`config.mk`:
```
export PLATFORM = sky130hd
export DESIGN_NAME = pmu_overflow_flat
export DESIGN_NICKNAME = d
export VERILOG_FILES = /design/src/rtl/pmu_pkg.sv /design/src/rtl/pmu_overflow_if.sv /design/src/rtl/pmu_ovf_slice.sv /design/src/rtl/pmu_overflow.sv /design/src/flat_wrapper.sv
export SDC_FILE = /design/constraint.sdc
export NUM_CORES = 1
export LEC_CHECK = 0
export CORE_UTILIZATION = 35
export CTS_CLUSTER_SIZE = 20
export DETAILED_ROUTE_END_ITERATION = 10
export HOLD_SLACK_MARGIN = 0.15
export SYNTH_ARGS = -nofsm -noshare
export SYNTH_HDL_FRONTEND = slang
export SYNTH_SLANG_ARGS = --single-unit
export TNS_END_PERCENT = 50
```
`constraint.sdc`:
```
create_clock -name clk_i -period 1.7 [get_ports clk_i]
set_clock_uncertainty 0.15 [all_clocks]
set_input_delay 0.17 -clock clk_i [delete_from_list [all_inputs] [get_ports clk_i]]
set_output_delay 0.17 -clock clk_i [all_outputs]
set_load 0.1 [all_outputs]
```
`src/rtl/pmu_pkg.sv`:
```
// pmu_pkg: definitions shared by the PMU counter bank and the overflow monitor.
//   PMU_REG_WIDTH  - default counter width
//   PMU_N_COUNTERS - default number of counters in the bank
//   ovf_state_t    - overflow interrupt FSM states
package pmu_pkg;

  localparam int unsigned PMU_REG_WIDTH  = 32;
  localparam int unsigned PMU_N_COUNTERS = 9;

  typedef enum logic [0:0] {
    IDLE = 1'b0,
    PEND = 1'b1
  } ovf_state_t;

endpackage

```
`src/rtl/pmu_overflow_if.sv`:
```
// pmu_overflow_if: signals between the PMU wrapper/counter bank (master) and the
// overflow monitor (slave).
//   en_i, we_i, counter_regs_i, events_i : taps of the counter bank controls/values
//   intr_mask_i, clear_i                 : software mask and write-1-to-clear
//   ovf_flags_o, intr_ovf_o              : sticky flags and overflow interrupt
//   first_idx_o, first_vld_o             : only when PMU_OVF_FIRST_IDX_EN is defined
interface pmu_overflow_if
  import pmu_pkg::*;
#(
  parameter int unsigned REG_WIDTH  = PMU_REG_WIDTH,
  parameter int unsigned N_COUNTERS = PMU_N_COUNTERS
);

  logic                                 en_i;
  logic                                 we_i;
  logic [N_COUNTERS-1:0][REG_WIDTH-1:0] counter_regs_i;
  logic [N_COUNTERS-1:0]                events_i;
  logic [N_COUNTERS-1:0]                intr_mask_i;
  logic [N_COUNTERS-1:0]                clear_i;
  logic [N_COUNTERS-1:0]                ovf_flags_o;
  logic                                 intr_ovf_o;
`ifdef PMU_OVF_FIRST_IDX_EN
  localparam int unsigned IDX_W = (N_COUNTERS > 1) ? $clog2(N_COUNTERS) : 1;
  logic [IDX_W-1:0]                     first_idx_o;
  logic                                 first_vld_o;
`endif

  modport master (
    output en_i, we_i, counter_regs_i, events_i, intr_mask_i, clear_i,
`ifdef PMU_OVF_FIRST_IDX_EN
    input  first_idx_o, first_vld_o,
`endif
    input  ovf_flags_o, intr_ovf_o
  );

  modport slave (
    input  en_i, we_i, counter_regs_i, events_i, intr_mask_i, clear_i,
`ifdef PMU_OVF_FIRST_IDX_EN
    output first_idx_o, first_vld_o,
`endif
    output ovf_flags_o, intr_ovf_o
  );

endinterface

```
`src/rtl/pmu_ovf_slice.sv`:
```
// pmu_ovf_slice: per-counter overflow tracking.
// Ports: clk_i/rstn_i (async active-low), softrst_i, en_i, we_i, event_i,
//   clear_i, value_i (counter bank next value), flag_o (sticky overflow),
//   wrap_o (only with PMU_OVF_FIRST_IDX_EN).
// The shadow tracks the counter bank register, so a wrap is a counted event
// while the current count is all-ones.
module pmu_ovf_slice #(
  parameter int unsigned REG_WIDTH = 32
) (
  input  logic                 clk_i,
  input  logic                 rstn_i,
  input  logic                 softrst_i,
  input  logic                 en_i,
  input  logic                 we_i,
  input  logic                 event_i,
  input  logic                 clear_i,
  input  logic [REG_WIDTH-1:0] value_i,
`ifdef PMU_OVF_FIRST_IDX_EN
  output logic                 wrap_o,
`endif
  output logic                 flag_o
);

  logic [REG_WIDTH-1:0] shadow_d, shadow_q;
  logic                 flag_d, flag_q;
  logic                 wrap_s;

  // Write cycles load the counter and therefore never count as a wrap.
  assign wrap_s = en_i & ~we_i & ~softrst_i & event_i &
                  (shadow_q == {REG_WIDTH{1'b1}});

  // Next-state for shadow and sticky flag; a set beats a same-cycle clear.
  always_comb begin
    shadow_d = shadow_q;
    flag_d   = flag_q;
    if (softrst_i) begin
      shadow_d = {REG_WIDTH{1'b0}};
      flag_d   = 1'b0;
    end else begin
      shadow_d = value_i;
      flag_d   = wrap_s | (flag_q & ~clear_i);
    end
  end

  // Shadow and flag registers.
  always_ff @(posedge clk_i or negedge rstn_i) begin
    if (!rstn_i) begin
      shadow_q <= {REG_WIDTH{1'b0}};
      flag_q   <= 1'b0;
    end else begin
      shadow_q <= shadow_d;
      flag_q   <= flag_d;
    end
  end

  assign flag_o = flag_q;
`ifdef PMU_OVF_FIRST_IDX_EN
  assign wrap_o = wrap_s;
`endif

endmodule

```
`src/rtl/pmu_overflow.sv`:
```
// pmu_overflow: counter wrap-around monitor with sticky flags and one maskable,
// level-sensitive overflow interrupt.
// Ports: clk_i, rstn_i (async active-low), softrst_i (sync, highest priority),
//   bus (pmu_overflow_if.slave): bank taps, mask, clear, flags, interrupt.
// Optional macro PMU_OVF_FIRST_IDX_EN adds first_idx_o/first_vld_o on the bus:
//   lowest index of the counter(s) that wrapped while no flag was set.
module pmu_overflow
  import pmu_pkg::*;
#(
  parameter int unsigned REG_WIDTH  = PMU_REG_WIDTH,
  parameter int unsigned N_COUNTERS = PMU_N_COUNTERS
) (
  input  logic           clk_i,
  input  logic           rstn_i,
  input  logic           softrst_i,
  pmu_overflow_if.slave  bus
);

  logic [N_COUNTERS-1:0] flags_s;
  logic                  pend_s;
  ovf_state_t            state_d, state_q;
  logic                  intr_d, intr_q;
`ifdef PMU_OVF_FIRST_IDX_EN
  localparam int unsigned IDX_W = (N_COUNTERS > 1) ? $clog2(N_COUNTERS) : 1;
  logic [N_COUNTERS-1:0] wrap_s;
  logic [IDX_W-1:0]      low_idx_s, first_idx_d, first_idx_q;
  logic                  first_vld_d, first_vld_q;
`endif

  for (genvar k = 0; k < N_COUNTERS; k++) begin : g_slice
    pmu_ovf_slice #(.REG_WIDTH(REG_WIDTH)) u_slice (
      .clk_i     (clk_i),
      .rstn_i    (rstn_i),
      .softrst_i (softrst_i),
      .en_i      (bus.en_i),
      .we_i      (bus.we_i),
      .event_i   (bus.events_i[k]),
      .clear_i   (bus.clear_i[k]),
      .value_i   (bus.counter_regs_i[k]),
`ifdef PMU_OVF_FIRST_IDX_EN
      .wrap_o    (wrap_s[k]),
`endif
      .flag_o    (flags_s[k])
    );
  end

  assign pend_s = |(flags_s & bus.intr_mask_i);

  // Interrupt FSM next state; the output is registered from the next state
  // so it changes on the same edge as the state.
  always_comb begin
    state_d = state_q;
    if (softrst_i) begin
      state_d = IDLE;
    end else begin
      case (state_q)
        IDLE:    state_d = pend_s ? PEND : IDLE;
        PEND:    state_d = pend_s ? PEND : IDLE;
        default: state_d = IDLE;
      endcase
    end
    intr_d = (state_d == PEND);
  end

  // Interrupt FSM state and output register.
  always_ff @(posedge clk_i or negedge rstn_i) begin
    if (!rstn_i) begin
      state_q <= IDLE;
      intr_q  <= 1'b0;
    end else begin
      state_q <= state_d;
      intr_q  <= intr_d;
    end
  end

  assign bus.ovf_flags_o = flags_s;
  assign bus.intr_ovf_o  = intr_q;

`ifdef PMU_OVF_FIRST_IDX_EN
  // Lowest set wrap bit: scanning downward lets the lowest index win.
  always_comb begin
    low_idx_s = {IDX_W{1'b0}};
    for (int k = int'(N_COUNTERS) - 1; k >= 0; k--) begin
      low_idx_s = wrap_s[k] ? IDX_W'(k) : low_idx_s;
    end
  end

  // Capture only while no flag is set; valid drops once all flags are clear.
  always_comb begin
    first_idx_d = first_idx_q;
    first_vld_d = first_vld_q;
    if (softrst_i) begin
      first_idx_d = {IDX_W{1'b0}};
      first_vld_d = 1'b0;
    end else if (flags_s == {N_COUNTERS{1'b0}}) begin
      if (|wrap_s) begin
        first_idx_d = low_idx_s;
        first_vld_d = 1'b1;
      end else begin
        first_vld_d = 1'b0;
      end
    end else begin
      first_vld_d = first_vld_q;
    end
  end

  // First-index registers.
  always_ff @(posedge clk_i or negedge rstn_i) begin
    if (!rstn_i) begin
      first_idx_q <= {IDX_W{1'b0}};
      first_vld_q <= 1'b0;
    end else begin
      first_idx_q <= first_idx_d;
      first_vld_q <= first_vld_d;
    end
  end

  assign bus.first_idx_o = first_idx_q;
  assign bus.first_vld_o = first_vld_q;
`endif

endmodule

```
`src/flat_wrapper.sv`:
```
// flat-port wrapper written by rule: the top's interface ports become plain ports
module pmu_overflow_flat import pmu_pkg::*;
#(
  parameter int unsigned REG_WIDTH  = PMU_REG_WIDTH,
  parameter int unsigned N_COUNTERS = PMU_N_COUNTERS
)
  (clk_i, rstn_i, softrst_i, bus_en_i, bus_we_i, bus_counter_regs_i, bus_events_i, bus_intr_mask_i, bus_clear_i, bus_ovf_flags_o, bus_intr_ovf_o);
  pmu_overflow_if #(.REG_WIDTH(REG_WIDTH), .N_COUNTERS(N_COUNTERS)) bus_i ();
  input  logic clk_i;
  input  logic rstn_i;
  input  logic softrst_i;
  input wire logic [$bits(bus_i.en_i)-1:0] bus_en_i;
  input wire logic [$bits(bus_i.we_i)-1:0] bus_we_i;
  input wire logic [$bits(bus_i.counter_regs_i)-1:0] bus_counter_regs_i;
  input wire logic [$bits(bus_i.events_i)-1:0] bus_events_i;
  input wire logic [$bits(bus_i.intr_mask_i)-1:0] bus_intr_mask_i;
  input wire logic [$bits(bus_i.clear_i)-1:0] bus_clear_i;
  output wire logic [$bits(bus_i.ovf_flags_o)-1:0] bus_ovf_flags_o;
  output wire logic [$bits(bus_i.intr_ovf_o)-1:0] bus_intr_ovf_o;
  assign bus_i.en_i = bus_en_i;
  assign bus_i.we_i = bus_we_i;
  assign bus_i.counter_regs_i = bus_counter_regs_i;
  assign bus_i.events_i = bus_events_i;
  assign bus_i.intr_mask_i = bus_intr_mask_i;
  assign bus_i.clear_i = bus_clear_i;
  assign bus_ovf_flags_o = bus_i.ovf_flags_o;
  assign bus_intr_ovf_o = bus_i.intr_ovf_o;
  pmu_overflow #(.REG_WIDTH(REG_WIDTH), .N_COUNTERS(N_COUNTERS)) u_core (.clk_i(clk_i), .rstn_i(rstn_i), .softrst_i(softrst_i), .bus(bus_i));
endmodule
```
==> results by group, run 1 <==
CTS
  – Post-CTS Resized: 0
  – H-tree levels: 2
  – TritonCTS clock tree: done
  – CTS Buffer Depth: 3
  – Clock transition at path regs: 60 ps
  – CTS buffer count: 34
  – Clock latency on the worst-skew pair: 500 ps
  – Postcts setup bufs: 0
  – CTS root buffer: clkbuf_16
  – Cts hold-fix bufs: 290
  – CTS Sinks: 298

Finish
  – Layout area overhead: 77.84%
  – Share of cells above drive strength 1: 0.06539
  – Register area: 0.007457 mm2
  – Multi-input logic area: 0.002651 mm2
  – Finished Layout Cells: 1797
  – Final core occ: 0.6351
  – Nets: 1705
  – Most frequent cells in the layout: clkdlybuf4s50_1, dfrtp_1, dlygate4sd3_1
  – Commonest non-fill, non-tap cell in the layout: clkdlybuf4s50_1
  – Filler cell count: 2171

Power
  – Switching Fraction: 0.2043
  – Pwr/cell area: 922.6 mW/mm2
  – Switching power total: 3.455 mW
  – Leakage: 7.812 nW
  – Sequential power share: 0.446
  – Clock power share: 0.443
  – Combinational share of power: 0.111
  – Worst VDD drop: 0.0006432 V
  – Internal power: 13.46 mW

Global route
  – Overall global routing resource usage: 0.1988
  – Overall overflow remaining after global route: 0
  – Largest net degree at the start of global routing: 151
  – Vias in the first global route: 9070
  – First-pass GRT wire length: 46420 um
  – Initial antenna violation count: 6

Synthesis
  – Netlist Area Pre-Place: 0.01031 mm2
  – Cell variety after synth: 22
  – Warnings, synthesis: 0
  – Syn_nets: 1074
  – Sequential area share after synthesis: 0.7236
  – Yosys reg bits: 298
  – Mapped Cells: 754
  – Avg Cell Area, Syn: 13.67 um2

Worst setup path
  – R2R Setup Slk: 250 ps
  – Setup CP Type: in -> reg
  – FF-to-FF Start: u_core.g_slice[4].u_slice.flag_o
  – Crit end category: flip-flop
  – WP data required: 1960 ps
  – Reg2reg end: u_core.state_q
  – Worst setup path start: bus_en_i
  – CP Max Fanout: 9
  – R2R cell count: 3
  – Startpoint Class: primary input
  – Critical path data arrival time: 1870 ps

Detailed routing
  – Routed vias/inst: 4.363
  – Routed WL: 29240 um
  – Routed wire per std cell: 16.27 um
  – Initial drt markers: 309
  – DR DRC count: 0
  – Drt pass-1 iters: 4
  – Antenna viol nets, final: 0
  – Via count: 7840

STA
  – Actual slew at the worst max-slew pin: 676.7 ps
  – F_max: 623.9 MHz
  – Final setup violation count: 0
  – Final Max Tran Viols: 0
  – RSZ-0062 raised after global routing: no
  – Tmin final: 1603 ps
  – Period utilisation layout: 0.9428
  – Final hold violation count: 0
  – Worst slew margin: 0.5488

Hold path
  – Hold worst-path end: u_core.g_slice[0].u_slice.flag_o
  – Hold path startpoint: softrst_i
  – Hold path depth: 5
  – Hold Path Class: in -> reg

Place
  – Post-DP HPWL: 18620 um
  – IO buf count: 329
  – Placed cells: 1443
  – Gpl congestion: 0.7631

Floorplanning
  – Die area: 0.03014 mm2
  – # IOs: 330
  – # rows: 62
  – Core area: 0.02886 mm2
  – Initial Util: 0.3571
  – Die Span Y: 173.6 um
  – Die W: 173.6 um

Job
  – Max Cap Viol: 0

Run status
  – Status: complete, no violations
## cells in the mapped netlist
master    instances  area (um2)
a221oi_1          1       8.760
a222oi_1          1       10.01
a22o_1            1       8.760
a22oi_1           1       7.510
a31oi_1           1       6.260
and4_1            8       70.07
buf_2             2       10.01
buf_4             9       67.56
clkbuf_1         32       120.1
dfrtp_1         298        7457
nand2_1           1       3.750
nand2b_1          9       56.30
nand3_1          10       50.05
nand4_1          63       394.1
nor2_1            1       3.750
nor2b_1         288        1802
nor4_1           10       62.56
o21ai_0           1       5.000
o22ai_1           1       6.260
o22ai_2           7       87.58
or3b_1            1       8.760
or4_1             8       60.06
## state kept, by name (all words and copies together) (netlist names)
name and count:
u_core.state_q 1, u_core.g_slice.u_slice.flag_o 9, u_core.g_slice.u_slice.shadow_q 288
## logic make-up (layout without fill, tap and decap cells)
group	after synthesis	in the layout	share of synthesized area
buffers and inverters	43	696	0.01918
AND/OR/NAND/NOR	399	399	0.2437
other	0	6	0
AO/OA/AOI/OAI	14	14	0.01360
flip-flops	298	298	0.7236
## worst max-delay path by stage
stage	end	slack, ps	depth (start not counted)
finish	u_core.g_slice[2].u_slice.flag_o	100	5
global route	u_core.g_slice[5].u_slice.shadow_q[5]	30	4
CTS	bus_ovf_flags_o[2]	60	2
detailed placement	u_core.g_slice[2].u_slice.flag_o	-410	5
global placement	u_core.g_slice[6].u_slice.flag_o	-370	5
floorplan	u_core.g_slice[1].u_slice.flag_o	170	4
## routing by layer
layer	track usage	vias up	part of all wire
met2	0.3574	248	0.52
met5	0	-	0
met4	0.05629	0	0.019
li1	-	3739	-
met1	0.2346	3802	0.41
met3	0.04978	51	0.060
## final cells by class
type	count	share of cell area
timing repair buffer	638	0.3573
clock buffer	52	0.05959
sequential	298	0.4069
clock inverter	6	0.004574
tap	384	0.02621
antenna	6	0.0008192
multi-input combinational	413	0.1447
## worst max-delay path, cell delays in order
cell	delay [ps]
clkdlybuf4s50_1	440
or3b_1	400
buf_12	180
or4_1	540
o22ai_2	130
## per-stage QoR
| step | setup slack [ps] | setup TNS [ps] | total power, mW | hold slack (ps) | instance area, um2 |
|---|---|---|---|---|---|
| final | 97.23 | 0 | 16.91 | 131.4 | 18330 |
| after global routing | 32.01 | 0 | 17.56 | 133.1 | 18330 |
| after CTS | 61.34 | 0 | 17.08 | 120.4 | 18310 |
| after detailed placement | -408.3 | -3252 | 8.980 | -18.33 | 14230 |
| after global placement | -372.8 | -3072 | 8.956 | -21.04 | 14230 |
| after floorplan | 168.5 | 0 | 7.965 | -275.6 | 10310 |
## power by group through the flow
| stage | Clock, mW | Combinational, mW | Sequential [mW] |
|---|---|---|---|
| finish | 7.49 | 1.88 | 7.54 |
| global route | 7.96 | 2.03 | 7.57 |
| CTS | 7.66 | 1.88 | 7.54 |
| detailed placement | 0 | 1.32 | 7.66 |
| global placement | 0 | 1.30 | 7.65 |
| floorplan | 0 | 0.335 | 7.63 |
Power figures use the tool's default switching activity.
==> inputs of run 2 (changes only) <==
- CORE_UTILIZATION: 35 -> 46
- MAX_ROUTING_LAYER: not set -> met4
- PLACE_DENSITY: not set -> 0.8
==> run 2 against run 1 <==
The run now fails in 4_1_cts. Area after synthesis unchanged. Synthesized cell count unchanged.
==> results by group, run 2 <==
Synthesis
  – EDFF count, synth: 0
  – Synth top area cells: dfrtp_1, nor2b_1, nand4_1, clkbuf_1, o22ai_2
  – Commonest cells post-synth: dfrtp_1, nor2b_1, nand4_1, clkbuf_1
  – Most common cell in the synthesized netlist: dfrtp_1
  – Cell taking the most area after synthesis: dfrtp_1
  – Async S/R FF share, synth: 1.000
  – Netlist Area Pre-Place: 0.01031 mm2
  – Synth top area share: 0.7236
  – Syn_nets: 1074
  – Cell variety after synth: 22
  – Mapped Cells: 754
  – Yosys reg bits: 298
  – Avg Cell Area, Syn: 13.67 um2
  – Sequential area share after synthesis: 0.7236
  – Warnings, synthesis: 0
  – Synth Flop Type: dfrtp_1

CTS
  – CTS root buffer: clkbuf_16
  – Cts hold-fix bufs: 280
  – CTS buffer count: 31
  – CTS Buffer Depth: 3
  – Post-CTS Resized: 0
  – H-tree levels: 1
  – CTS Sinks: 298
  – Postcts setup bufs: 0

Floorplanning
  – # IOs: 330
  – Die W: 151.7 um
  – Die Span Y: 151.7 um
  – Initial Util: 0.4708
  – # rows: 54

Run status
  – Stop err: [ERROR RSZ-0060] Max buffer count reached.
  – Status: aborted with a tool error
  – Fail Step: 4_1_cts

Place
  – IO buf count: 329
  – Post-DP HPWL: 17690 um
  – Gpl congestion: 0.8144
run 2: metrics by stage:
stage | setup WS (ps) | instances | utilization | hold slack (ps) | cell area [um2]
floorplan | 168.5 | 754 | - | -275.6 | 10310
global placement | -363.1 | 1337 | 0.6424 | -53.54 | 14060
detailed placement | -410.9 | 1337 | 0.6424 | -52.31 | 14060
run 2: cells by family after synthesis:
logic type,Yosys count,share of synthesized area
AO/OA/AOI/OAI,14,0.01360
buffers and inverters,43,0.01918
flip-flops,298,0.7236
AND/OR/NAND/NOR,399,0.2437
==> inputs of run 3 (changes only) <==
- CORE_UTILIZATION: 46 -> 40
- CTS_CLUSTER_SIZE: 20 -> not set
- HOLD_SLACK_MARGIN: 0.15 -> not set
- MAX_ROUTING_LAYER: met4 -> not set
- PLACE_DENSITY: 0.8 -> not set
- PLACE_DENSITY_LB_ADDON: not set -> 0.15
==> run 3 against run 2 <==
The flow now finishes, with violations (hold timing).
==> results by group, run 3 (synthesis gave the netlist of run 1 again) <==
Run status
  – Status: complete, but fails checks
  – Failing checks: hold timing

Detailed routing
  – Routed wire per std cell: 16.11 um
  – Routed vias/inst: 4.472
  – Via count: 6749
  – Initial drt markers: 270
  – Drt pass-1 iters: 4
  – Routed WL: 24310 um
  – DR DRC count: 0
  – Antenna viol nets, final: 0

Global route
  – Largest net degree at the start of global routing: 154
  – Vias in the first global route: 7243
  – Initial antenna violation count: 1
  – First-pass GRT wire length: 37380 um
  – Overall global routing resource usage: 0.1860
  – Overall overflow remaining after global route: 0

Finish
  – Commonest non-fill, non-tap cell in the layout: clkdlybuf4s50_1
  – Most frequent cells in the layout: clkdlybuf4s50_1, dfrtp_1, nor2b_1
  – Final instance area: 0.01595 mm2
  – Nets: 1474
  – Most flops, register: u_core.g_slice.u_slice.shadow_q
  – Layout area overhead: 54.79%
  – Max reg flops: 288
  – Share of cells above drive strength 1: 0.07980

Worst setup path
  – CP top delay family: flip-flops
  – Startpoint Class: flip-flop
  – Setup CP Type: reg -> out
  – Worst path slowest cell: dfrtp_1
  – Worst setup path start: u_core.g_slice[0].u_slice.flag_o
  – Delay of the slowest cell on the worst path: 440 ps
  – FF-to-FF Start: u_core.g_slice[4].u_slice.flag_o
  – CP Max Fanout: 2
  – Buf/Inv on CP: 2
  – Crit end category: output port
  – WP data required: 1380 ps
  – Critical path data arrival time: 1310 ps
  – Critical-path cell list: buf_4 -> buf_12

STA
  – Final hold violation count: 3
  – Actual slew at the worst max-slew pin: 719.3 ps
  – Post-route setup TNS: 0 ps
  – Final setup violation count: 0
  – Fin Hold WS: -7.175 ps
  – Final Max Tran Viols: 0
  – Period utilisation layout: 0.9616
  – Worst slew margin: 0.5205
  – RSZ-0062 raised after global routing: no
  – F_max: 611.7 MHz
  – Tmin final: 1635 ps

CTS
  – Postcts setup bufs: 0
  – CTS buffer count: 31
  – Clock latency on the worst-skew pair: 550 ps
  – Clock transition at path regs: 60 ps
  – CTS root buffer: clkbuf_16
  – TritonCTS clock tree: done
  – H-tree levels: 1
  – CTS Buffer Depth: 3
  – CTS Sinks: 298

Place
  – IO buf count: 329
  – Post-DP HPWL: 17160 um
  – Gpl congestion: 0.7630
  – Post-Place Cell Area: 0.01415 mm2

Power
  – Leakage: 6.852 nW
  – Power Total: 16.53 mW
  – Worst VDD drop: 0.0007063 V
  – Pwr/cell area: 1036 mW/mm2

Floorplanning
  – # IOs: 330
  – Die W: 162.5 um
  – Core area: 0.02525 mm2
  – Die Span Y: 162.5 um
  – Die area: 0.02641 mm2
  – Initial Util: 0.4081
  – # rows: 58

Job
  – Max Cap Viol: 0

Hold path
  – Hold Path Class: in -> async
run 3: cell type report:
type | count | area [um2]
antenna | 1 | 2.502
clock buffer | 38 | 852.1
clock inverter | 19 | 322.8
fill | 1940 | 9301
multi-input combinational | 413 | 2651
sequential | 298 | 7458
tap | 330 | 412.9
timing repair buffer | 410 | 4253
run 3: per-layer routing:
metal / track usage / vias up / share of wire
met1: 0.2277 / 3212 / 0.40
met2: 0.3258 / 232 / 0.50
met3: 0.04609 / 35 / 0.074
met4: 0.05103 / 0 / 0.024
li1: - / 3270 / -
met5: 0 / - / 0
run 3: path summary, 6_finish.rpt:
path                                                          end  slack, ps  cells past startpoint
max                                            bus_ovf_flags_o[0]         70                      2
max in group asynchronous  u_core.g_slice[5].u_slice.shadow_q[22]        760                      3
min                         u_core.g_slice[1].u_slice.shadow_q[3]         -7                      2
min reg2reg                      u_core.g_slice[0].u_slice.flag_o        390                      2
min in group clk_i         u_core.g_slice[5].u_slice.shadow_q[23]         20                      2
max reg2reg                                        u_core.state_q        280                      3
run 3: where the power goes:
part	leakage, nW	total [mW]	internal, mW	switching [mW]
combinational	2.42	1.39	0.948	0.446
clock	0.583	7.61	4.90	2.71
sequential	3.85	7.53	7.44	0.0928
total	6.85	16.5	13.3	3.25
run 3: timing repair:
item / CTS / global route
endpoints found under the hold margin: 359 / 0
resized for setup: 0 / 1
hold buffers: 62 / 0
setup endpoints to repair: 0 / 1
run 3: metrics by stage:
stage                     instances  setup slack [ps]    util
after detailed placement       1389            -429.0  0.5604
after CTS                      1508             9.700  0.6315
after global placement         1389            -416.1  0.5604
after global routing           1508             22.28  0.6316
final                          1509             65.22  0.6317
after floorplan                 754             168.5       -
run 3: worst register-to-register path, cell delays in order (launching register included):
cell      delay, ps
dfrtp_1         460
a22o_1          320
a221oi_1        230
a31oi_1         110
